<file path="config.mk">
export PLATFORM = sky130hd
export DESIGN_NAME = decode_queue_flat
export DESIGN_NICKNAME = d
export VERILOG_FILES = /design/src/rtl/decode_queue_pkg.sv /design/src/rtl/decode_queue_if.sv /design/src/rtl/decode_queue_decoder.sv /design/src/rtl/decode_queue.sv /design/src/flat_wrapper.sv
export SDC_FILE = /design/constraint.sdc
export NUM_CORES = 1
export LEC_CHECK = 0
export ABC_AREA = 1
export CAP_MARGIN = 20
export CORE_ASPECT_RATIO = 1.1
export CORE_MARGIN = 5
export CORE_UTILIZATION = 50
export CTS_CLUSTER_SIZE = 30
export DETAILED_ROUTE_END_ITERATION = 6
export HOLD_SLACK_MARGIN = 0.05
export PLACE_DENSITY = 0.93
export RECOVER_POWER = 25
export SYNTH_ARGS = -nofsm -noshare
export SYNTH_HDL_FRONTEND = slang
export SYNTH_SLANG_ARGS = --single-unit
</file>
<file path="constraint.sdc">
create_clock -name clk -period 9.2 [get_ports clk]
set_clock_uncertainty 0.1 [all_clocks]
set_input_delay 1.84 -clock clk [delete_from_list [all_inputs] [get_ports clk]]
set_output_delay 1.84 -clock clk [all_outputs]
set_load 0.02 [all_outputs]
</file>
<file path="src/rtl/decode_queue_pkg.sv">
// decode_queue_pkg: pipeline payload types, CSR port types, exception codes
// and RV32I opcode constants shared by the decode queue and its decoder.
package decode_queue_pkg;

    typedef logic [31:0] word_t;
    typedef logic [4:0]  creg_addr_t;
    typedef logic [11:0] csr_addr_t;

    // Synchronous exception cause codes
    typedef enum logic [3:0] {
        INSTRUCTION_MISALIGNED   = 4'd0,
        INSTRUCTION_ACCESS_FAULT = 4'd1,
        ILLEGAL_INSTRUCTION      = 4'd2,
        BREAKPOINT               = 4'd3,
        LOAD_MISALIGNED          = 4'd4,
        LOAD_ACCESS_FAULT        = 4'd5,
        STORE_MISALIGNED         = 4'd6,
        STORE_ACCESS_FAULT       = 4'd7,
        ECALL_M                  = 4'd11
    } exception_t;

    typedef enum logic [3:0] {
        ALU_ADD,
        ALU_SUB,
        ALU_SLL,
        ALU_SLT,
        ALU_SLTU,
        ALU_XOR,
        ALU_SRL,
        ALU_SRA,
        ALU_OR,
        ALU_AND,
        ALU_PASS_B
    } alu_op_t;

    // RV32I major opcodes
    localparam logic [6:0] OP_LUI      = 7'b0110111;
    localparam logic [6:0] OP_AUIPC    = 7'b0010111;
    localparam logic [6:0] OP_JAL      = 7'b1101111;
    localparam logic [6:0] OP_JALR     = 7'b1100111;
    localparam logic [6:0] OP_BRANCH   = 7'b1100011;
    localparam logic [6:0] OP_LOAD     = 7'b0000011;
    localparam logic [6:0] OP_STORE    = 7'b0100011;
    localparam logic [6:0] OP_IMM      = 7'b0010011;
    localparam logic [6:0] OP_REG      = 7'b0110011;
    localparam logic [6:0] OP_MISC_MEM = 7'b0001111;
    localparam logic [6:0] OP_SYSTEM   = 7'b1110011;

    typedef struct packed {
        word_t      pc;
        word_t      raw_instr;
        logic       valid;
        logic       is_exception;
        exception_t exception;
    } fetch_data_t;

    typedef struct packed {
        alu_op_t    alu_op;
        logic       use_imm;
        logic       reg_write;
        logic       mem_read;
        logic       mem_write;
        logic       branch;
        logic       jump;
        csr_addr_t  csr;
        logic       is_exception;
        exception_t exception;
    } control_t;

    typedef struct packed {
        word_t      pc;
        word_t      raw_instr;
        logic       valid;
        control_t   ctl;
        creg_addr_t dst;
        word_t      srca;
        word_t      srcb;
        word_t      csr_data;
    } decode_data_t;

    typedef struct packed {
        logic      valid;
        logic      w_valid;
        csr_addr_t ra;
        csr_addr_t wa;
        word_t     wd;
    } csr_input_t;

    typedef struct packed {
        word_t rd;
    } csr_output_t;

    // Map funct3 (plus the funct7[5] alternate bit) onto an ALU operation
    function automatic alu_op_t alu_from_funct(input logic [2:0] funct3, input logic alt);
        case (funct3)
            3'b000:  return alt ? ALU_SUB : ALU_ADD;
            3'b001:  return ALU_SLL;
            3'b010:  return ALU_SLT;
            3'b011:  return ALU_SLTU;
            3'b100:  return ALU_XOR;
            3'b101:  return alt ? ALU_SRA : ALU_SRL;
            3'b110:  return ALU_OR;
            default: return ALU_AND;
        endcase
    endfunction

endpackage

</file>
<file path="src/rtl/decode_queue_if.sv">
// decode_queue_if: fetch-side push handshake, decode-side pop handshake and
// the pipeline flush, bundled between the queue and its neighbours.
interface decode_queue_if;
    import decode_queue_pkg::*;

    logic         in_valid;
    logic         in_ready;
    fetch_data_t  dataF;
    logic         flush;
    logic         out_valid;
    logic         out_ready;
    decode_data_t dataD;

    // Pipeline side: offers fetched entries, consumes decoded ones
    modport master (
        output in_valid, dataF, flush, out_ready,
        input  in_ready, out_valid, dataD
    );

    // Queue side
    modport slave (
        input  in_valid, dataF, flush, out_ready,
        output in_ready, out_valid, dataD
    );

endinterface

</file>
<file path="src/rtl/decode_queue_decoder.sv">
// decode_queue_decoder: purely combinational RV32I decoder producing the
// control word and an illegal-encoding flag for one raw instruction.
module decode_queue_decoder
    import decode_queue_pkg::*;
(
    input  word_t    instr,
    output control_t ctl,
    output logic     is_exception
);

    logic [6:0] opcode;
    logic [2:0] funct3;
    logic [6:0] funct7;

    assign opcode = instr[6:0];
    assign funct3 = instr[14:12];
    assign funct7 = instr[31:25];

    // Classify the opcode, derive control bits and flag malformed encodings
    always_comb begin
        // NOTE: every output gets a default before the case so no path leaves one unassigned (no latch).
        ctl           = '0;
        ctl.alu_op    = ALU_ADD;
        ctl.exception = ILLEGAL_INSTRUCTION;
        is_exception  = 1'b0;

        case (opcode)
            OP_LUI: begin
                ctl.alu_op    = ALU_PASS_B;
                ctl.use_imm   = 1'b1;
                ctl.reg_write = 1'b1;
            end
            OP_AUIPC: begin
                ctl.use_imm   = 1'b1;
                ctl.reg_write = 1'b1;
            end
            OP_JAL: begin
                ctl.jump      = 1'b1;
                ctl.reg_write = 1'b1;
            end
            OP_JALR: begin
                ctl.jump      = 1'b1;
                ctl.use_imm   = 1'b1;
                ctl.reg_write = 1'b1;
                is_exception  = (funct3 != 3'b000);
            end
            OP_BRANCH: begin
                ctl.branch   = 1'b1;
                ctl.alu_op   = ALU_SUB;
                is_exception = (funct3 == 3'b010) || (funct3 == 3'b011);
            end
            OP_LOAD: begin
                ctl.mem_read  = 1'b1;
                ctl.use_imm   = 1'b1;
                ctl.reg_write = 1'b1;
                is_exception  = (funct3 == 3'b011) || (funct3 == 3'b110) || (funct3 == 3'b111);
            end
            OP_STORE: begin
                ctl.mem_write = 1'b1;
                ctl.use_imm   = 1'b1;
                is_exception  = (funct3 > 3'b010);
            end
            OP_IMM: begin
                ctl.use_imm   = 1'b1;
                ctl.reg_write = 1'b1;
                ctl.alu_op    = alu_from_funct(funct3, (funct3 == 3'b101) && instr[30]);
                if (funct3 == 3'b001) begin
                    is_exception = (funct7 != 7'h00);
                end else if (funct3 == 3'b101) begin
                    is_exception = (funct7 != 7'h00) && (funct7 != 7'h20);
                end
            end
            OP_REG: begin
                ctl.reg_write = 1'b1;
                ctl.alu_op    = alu_from_funct(funct3, instr[30]);
                is_exception  = !((funct7 == 7'h00) ||
                                  ((funct7 == 7'h20) && ((funct3 == 3'b000) || (funct3 == 3'b101))));
            end
            OP_MISC_MEM: begin
                ctl.alu_op = ALU_ADD;
            end
            OP_SYSTEM: begin
                if (funct3 == 3'b000) begin
                    // ecall / ebreak / xret / wfi carry no register operands
                    is_exception = (instr[19:15] != 5'd0) || (instr[11:7] != 5'd0);
                end else if (funct3 == 3'b100) begin
                    is_exception = 1'b1;
                end else begin
                    ctl.csr       = instr[31:20];
                    ctl.reg_write = 1'b1;
                end
            end
            default: begin
                is_exception = 1'b1;
            end
        endcase

        ctl.is_exception = is_exception;
    end

endmodule

</file>
<file path="src/rtl/decode_queue.sv">
// decode_queue: DEPTH-entry circular buffer between fetch and execute; the
// head entry is decoded combinationally and presented with its register and
// CSR read data.
module decode_queue
    import decode_queue_pkg::*;
#(
    parameter int DEPTH = 4,
    parameter int CNT_W = $clog2(DEPTH) + 1
) (
    input  logic             clk,
    input  logic             reset,
    decode_queue_if.slave    bus,
    output creg_addr_t       ra1,
    output creg_addr_t       ra2,
    input  word_t            rd1,
    input  word_t            rd2,
    output csr_input_t       csr_input,
    input  csr_output_t      csr_output,
    output logic [CNT_W-1:0] count
);

    localparam int PTR_W = $clog2(DEPTH);
    typedef logic [PTR_W-1:0] ptr_t;

    fetch_data_t      mem [DEPTH];
    ptr_t             wr_ptr;
    ptr_t             rd_ptr;
    logic [CNT_W-1:0] cnt;

    logic        full;
    logic        empty;
    logic        push;
    logic        pop;
    logic        out_valid;
    fetch_data_t head;
    control_t    dec_ctl;
    logic        dec_exc;
    control_t    ctl;
    decode_data_t data_d;

    // Full blocks pushes even when a pop happens in the same cycle, so an
    // entry never passes straight through a full queue.
    assign full      = (cnt == CNT_W'(DEPTH));
    assign empty     = (cnt == '0);
    assign out_valid = !empty && !bus.flush;
    assign push      = bus.in_valid && !full;
    assign pop       = out_valid && bus.out_ready;

    assign bus.in_ready  = !full;
    assign bus.out_valid = out_valid;
    assign count         = cnt;

    // Pointer and occupancy update: reset beats flush, flush beats push/pop
    always_ff @(posedge clk) begin
        // NOTE: sequential state uses non-blocking assignments so every register samples pre-edge values.
        if (reset) begin
            wr_ptr <= '0;
            rd_ptr <= '0;
            cnt    <= '0;
        end else if (bus.flush) begin
            wr_ptr <= '0;
            rd_ptr <= '0;
            cnt    <= '0;
        end else begin
            if (push) begin
                wr_ptr <= wr_ptr + ptr_t'(1);
            end
            if (pop) begin
                rd_ptr <= rd_ptr + ptr_t'(1);
            end
            case ({push, pop})
                2'b10:   cnt <= cnt + CNT_W'(1);
                2'b01:   cnt <= cnt - CNT_W'(1);
                default: cnt <= cnt;
            endcase
        end
    end

    // Entry storage write port
    always_ff @(posedge clk) begin
        // NOTE: storage is not reset; pointers and count alone decide which entries are live.
        if (push) begin
            mem[wr_ptr] <= bus.dataF;
        end
    end

    assign head = mem[rd_ptr];

    decode_queue_decoder u_decoder (
        .instr        (head.raw_instr),
        .ctl          (dec_ctl),
        .is_exception (dec_exc)
    );

    // Exception resolution: a fetch fault wins over a decode-detected illegal
    // instruction, and an all-zero bubble is never illegal.
    always_comb begin
        ctl              = dec_ctl;
        ctl.is_exception = 1'b0;
        ctl.exception    = head.exception;
        if (head.is_exception) begin
            ctl.is_exception = 1'b1;
        end else if (dec_exc && (head.raw_instr != '0)) begin
            ctl.is_exception = 1'b1;
            ctl.exception    = ILLEGAL_INSTRUCTION;
        end
    end

    assign ra1 = head.raw_instr[19:15];
    assign ra2 = head.raw_instr[24:20];

    // Assemble the decoded head entry with its operand and CSR read data
    always_comb begin
        data_d           = '0;
        data_d.pc        = head.pc;
        data_d.raw_instr = head.raw_instr;
        data_d.valid     = head.valid;
        data_d.ctl       = ctl;
        data_d.dst       = head.raw_instr[11:7];
        data_d.srca      = rd1;
        data_d.srcb      = rd2;
        data_d.csr_data  = csr_output.rd;
    end

    assign bus.dataD = data_d;

    // CSR read request for the head; writes are issued later in the pipe
    always_comb begin
        csr_input         = '0;
        csr_input.valid   = (ctl.csr != '0) && out_valid;
        csr_input.w_valid = 1'b0;
        csr_input.ra      = ctl.csr;
    end

endmodule

</file>
<file path="src/flat_wrapper.sv">
// flat-port wrapper written by rule: the top's interface ports become plain ports
module decode_queue_flat import decode_queue_pkg::*;
#(
    parameter int DEPTH = 4,
    parameter int CNT_W = $clog2(DEPTH) + 1
)
  (clk, reset, ra1, ra2, rd1, rd2, csr_input, csr_output, count, bus_in_valid, bus_dataF, bus_flush, bus_out_ready, bus_in_ready, bus_out_valid, bus_dataD);
  decode_queue_if bus_i ();
  input  logic clk;
  input  logic reset;
  output creg_addr_t ra1;
  output creg_addr_t ra2;
  input  word_t rd1;
  input  word_t rd2;
  output csr_input_t csr_input;
  input  csr_output_t csr_output;
  output logic [CNT_W-1:0] count;
  input wire logic [$bits(bus_i.in_valid)-1:0] bus_in_valid;
  input wire logic [$bits(bus_i.dataF)-1:0] bus_dataF;
  input wire logic [$bits(bus_i.flush)-1:0] bus_flush;
  input wire logic [$bits(bus_i.out_ready)-1:0] bus_out_ready;
  output wire logic [$bits(bus_i.in_ready)-1:0] bus_in_ready;
  output wire logic [$bits(bus_i.out_valid)-1:0] bus_out_valid;
  output wire logic [$bits(bus_i.dataD)-1:0] bus_dataD;
  assign bus_i.in_valid = bus_in_valid;
  assign bus_i.dataF = bus_dataF;
  assign bus_i.flush = bus_flush;
  assign bus_i.out_ready = bus_out_ready;
  assign bus_in_ready = bus_i.in_ready;
  assign bus_out_valid = bus_i.out_valid;
  assign bus_dataD = bus_i.dataD;
  decode_queue #(.DEPTH(DEPTH), .CNT_W(CNT_W)) u_core (.clk(clk), .reset(reset), .bus(bus_i), .ra1(ra1), .ra2(ra2), .rd1(rd1), .rd2(rd2), .csr_input(csr_input), .csr_output(csr_output), .count(count));
endmodule
</file>
==> results.txt <==
----------------------------------------------------
[Layout]
  Utilization of the core after routing ... 58.0%
  Number of filler cells placed in the layout ... 1,972
  Final instance area ... 0.0151 mm^2
  Most common library cell in the layout ignoring fill and taps ... sky130_fd_sc_hd__edfxtp_1
  Most frequent cells in the layout ... sky130_fd_sc_hd__edfxtp_1 (280), sky130_fd_sc_hd__nand2_1 (250), sky130_fd_sc_hd__clkdlybuf4s50_1 (148), sky130_fd_sc_hd__nor2_1 (116), sky130_fd_sc_hd__o21ai_0 (86)
  Share of post-route cells with drive strength above 1 ... 4.91%
  Register area ... 0.00859 mm^2
  Area delta synth->final ... 15.3%
  Finished Layout Cells ... 1,620
  Total Nets Final ... 1,421
  Area used by multi-input combinational logic ... 0.00295 mm^2

[Synth]
  Number of cells produced by synthesis ... 1,183
  Number of warnings issued by yosys ... 0
  Number of different library cells in the post-synthesis netlist ... 37
  Post-synthesis cell area ... 0.0131 mm^2
  Mean cell area of the mapped netlist ... 11.1 um^2
  Async set-or-reset flop fraction in the synthesized netlist ... 0%
  Post-synth EDFFs ... 280
  FF+latch count, synth ... 289
  Sequential area share after synthesis ... 65.7%
  Prevailing post-synth register cell ... sky130_fd_sc_hd__edfxtp_1

[Floorplanning]
  Full die area ... 0.0295 mm^2
  Number of primary I/O pins ... 437
  Initial cell density of the core ... 50.3%
  Height of the die ... 180 um
  Chip Width ... 164 um
  Core region area ... 0.0260 mm^2
  Cell row count ... 62

[GRT]
  Total gr overflow ... 0
  Met3 usage in global routing ... 17.4%
  Most congested layer reported by global routing ... met2
  Global-route wire length before repair ... 56.4 mm
  Global Route met1 Usage ... 25.1%
  Vias in the first global route ... 8,348
  Global Route Usage Sum ... 25.9%
  Largest net degree at the start of global routing ... 83
  Antenna violations before repair ... 10
  Met2 Resource Use GR ... 43.8%

[Routing]
  WL per Instance ... 24.9 um
  DRC violations left ... 0
  Pre-Repair DR Iteration Count ... 7
  DR iter-0 viols ... 721
  Residual antenna-violating net count after detailed routing ... 0
  Via-to-Cell Ratio ... 5.35
  Final wirelength ... 40.3 mm
  Via total after detailed routing ... 8,667

[Critical path]
  Data required time at the worst endpoint ... 7.26 ns
  Cell at the slowest stage of the critical path ... sky130_fd_sc_hd__dfxtp_4
  Setup crit start kind ... flip-flop
  Arrival time at the worst endpoint ... 5.07 ns
  Chain of cells forming the critical path ... inv_4, nand2_1, nand3_1, nand2_1, nand2_1, nor2_1, nand3_1, nor2_1, clkdlybuf4s50_1
  Biggest fanout along the worst timing path ... 67
  Critical Path Max Stage Delay ... 0.79 ns
  Type of the setup path with the least slack ... reg2out
  Dominant cell type by count on the critical path ... sky130_fd_sc_hd__nand2_1
  Kind of end point of the critical path ... output pin

[Timing]
  Worst path setup slack after routing ... 2.19 ns
  Total of endpoints with negative setup slack in the final report ... 0
  Slew HR ... 27.1%
  Summed negative setup slack over all endpoints ... 0 ns
  RSZ-0062 raised after global routing ... false
  Slew at the pin closest to its max-slew limit ... 1.09 ns
  Tcrit/Tclk final ... 76.2%
  Final Critical Period ... 7.01 ns
  Number of hold violations in the final report ... 0
  Pins over their slew limit ... 0
  Fmax ... 143 MHz

[Min path]
  Worst Hold Class ... reg2reg

[Power and ir drop]
  Comb power frac ... 9.9%
  LEAKAGE ... 5.60 nW
  Clock network fraction of design power ... 36.1%
  Switch Pwr ... 619 uW
  Switching portion of total power ... 22.4%
  Power per cell area ... 183 mW/mm^2
  Relative contribution of sequential cells to total power ... 54.1%
  P_int ... 2.15 mW
  Largest voltage drop on the vdd net ... 0.000177 V

[CTS]
  Clock tree from TritonCTS ... built
  Clock latency on the worst-skew pair ... 0.52 ns
  Depth of the CTS H-tree ... 1
  Cell at the root of the clock tree ... sky130_fd_sc_hd__clkbuf_16
  Clock slew at the register clock pins of the worst setup and hold paths ... 0.06 ns
  Quantity of hold-fixing buffers added after cts ... 0
  Inserted Clock Buffers ... 26
  Max Root-Sink Buffers ... 3
  Setup repair bufs after CTS ... 0
  Quantity of gates resized following cts ... 0
  Clock Sinks ... 289

[Job]
  Max-capacitance violation count ... 0

[Placement]
  Count of port buffers added during placement ... 199
  Routability cong. ... 0.902
  Pre-CTS setup slack ... 2.84 ns
  Total placed instance area ... 0.0143 mm^2
  Total placed cells including tap cells ... 1,568
  Post-detail-place hpwl ... 29.9 mm

[Run status]
  Result of the run ... finished, final reports clean

----------------------------------------------------
[path summary, 6_finish.rpt]
kind	startpoint	end	slack, ns	cells past startpoint
max	flip-flop	bus_dataD[114]	2.19	9
min	u_core.count[0]$_SDFFE_PP0P_	u_core.count[0]$_SDFFE_PP0P_	0.41	2
max reg2reg	u_core.count[0]$_SDFFE_PP0P_	u_core.mem[2][40]$_DFFE_PP_	6.25	5
min reg2reg	u_core.count[0]$_SDFFE_PP0P_	u_core.count[0]$_SDFFE_PP0P_	0.41	2
[area by class of cell]
type / count / area share, %
well taps: 352 / 2.92
inverters: 64 / 1.61
flip-flops and latches: 289 / 57.0
clock inverters: 13 / 0.581
repair buffers: 207 / 13.6
multi-input cells: 656 / 19.6
diodes: 6 / 0.0996
clock buffers: 33 / 4.63
[through the flow]
stage               power (mW)  hold slack, ns
floorplan                 1.74           0.401
global placement          1.79           0.381
detailed placement        1.80           0.394
CTS                       2.78           0.409
global route              2.85           0.449
finish                    2.77           0.406
[flip-flops by register name, summed over array words and instances (netlist names), named ones only]
name           count
u_core.wr_ptr      2
u_core.mem       280
u_core.count       3
u_core.rd_ptr      2
[worst max-delay path: cells and delay by family, from the launching register on]
kind / cells / cell delay [ns]
AND/OR/NAND/NOR: 7 / 2.51
buffers and inverters: 2 / 1.17
flip-flops: 1 / 0.79
[synth_stat cells, drive strengths merged, types with 2 or more instances]
master / n / area [um^2]
o21ai: 88 / 440
nor3: 4 / 20.0
nand3: 69 / 350
nor4: 2 / 12.5
dfxtp: 9 / 180
nor3b: 4 / 30.0
inv: 63 / 236
clkbuf: 27 / 101
a21oi: 13 / 65.1
ha: 5 / 62.6
edfxtp: 280 / 8410
o22ai: 36 / 225
o211ai: 2 / 20.0
a211oi: 2 / 15.0
nor2: 124 / 475
or2: 2 / 12.5
nand2: 251 / 945
buf: 191 / 1400
a31oi: 2 / 12.5
[power by group through the flow]
stage	clock, mW	combinational, mW	sequential, mW
after floorplan	0	0.217	1.52
after global placement	0	0.269	1.52
after CTS	1.01	0.277	1.50
final	0.998	0.273	1.50
after detailed placement	0	0.275	1.52
after global routing	1.06	0.292	1.50
[per-layer routing]
metal	vias up	part of all wire (%)	wire length (um)
met5	-	0.65	264
met2	573	49	19800
met4	14	3.3	1340
li1	3956	-	-
met3	69	18	7330
met1	4055	29	11600
[cells by family after synthesis]
kind of cell               synth area share, %
and+or+nand+nor                           14.2
DFF                                       65.7
buffers and inverters                     13.3
AOI/OAI and AO/OA                         6.20
adders and majority gates                0.631
other                                   0.0287
Power figures use the tool's default switching activity.
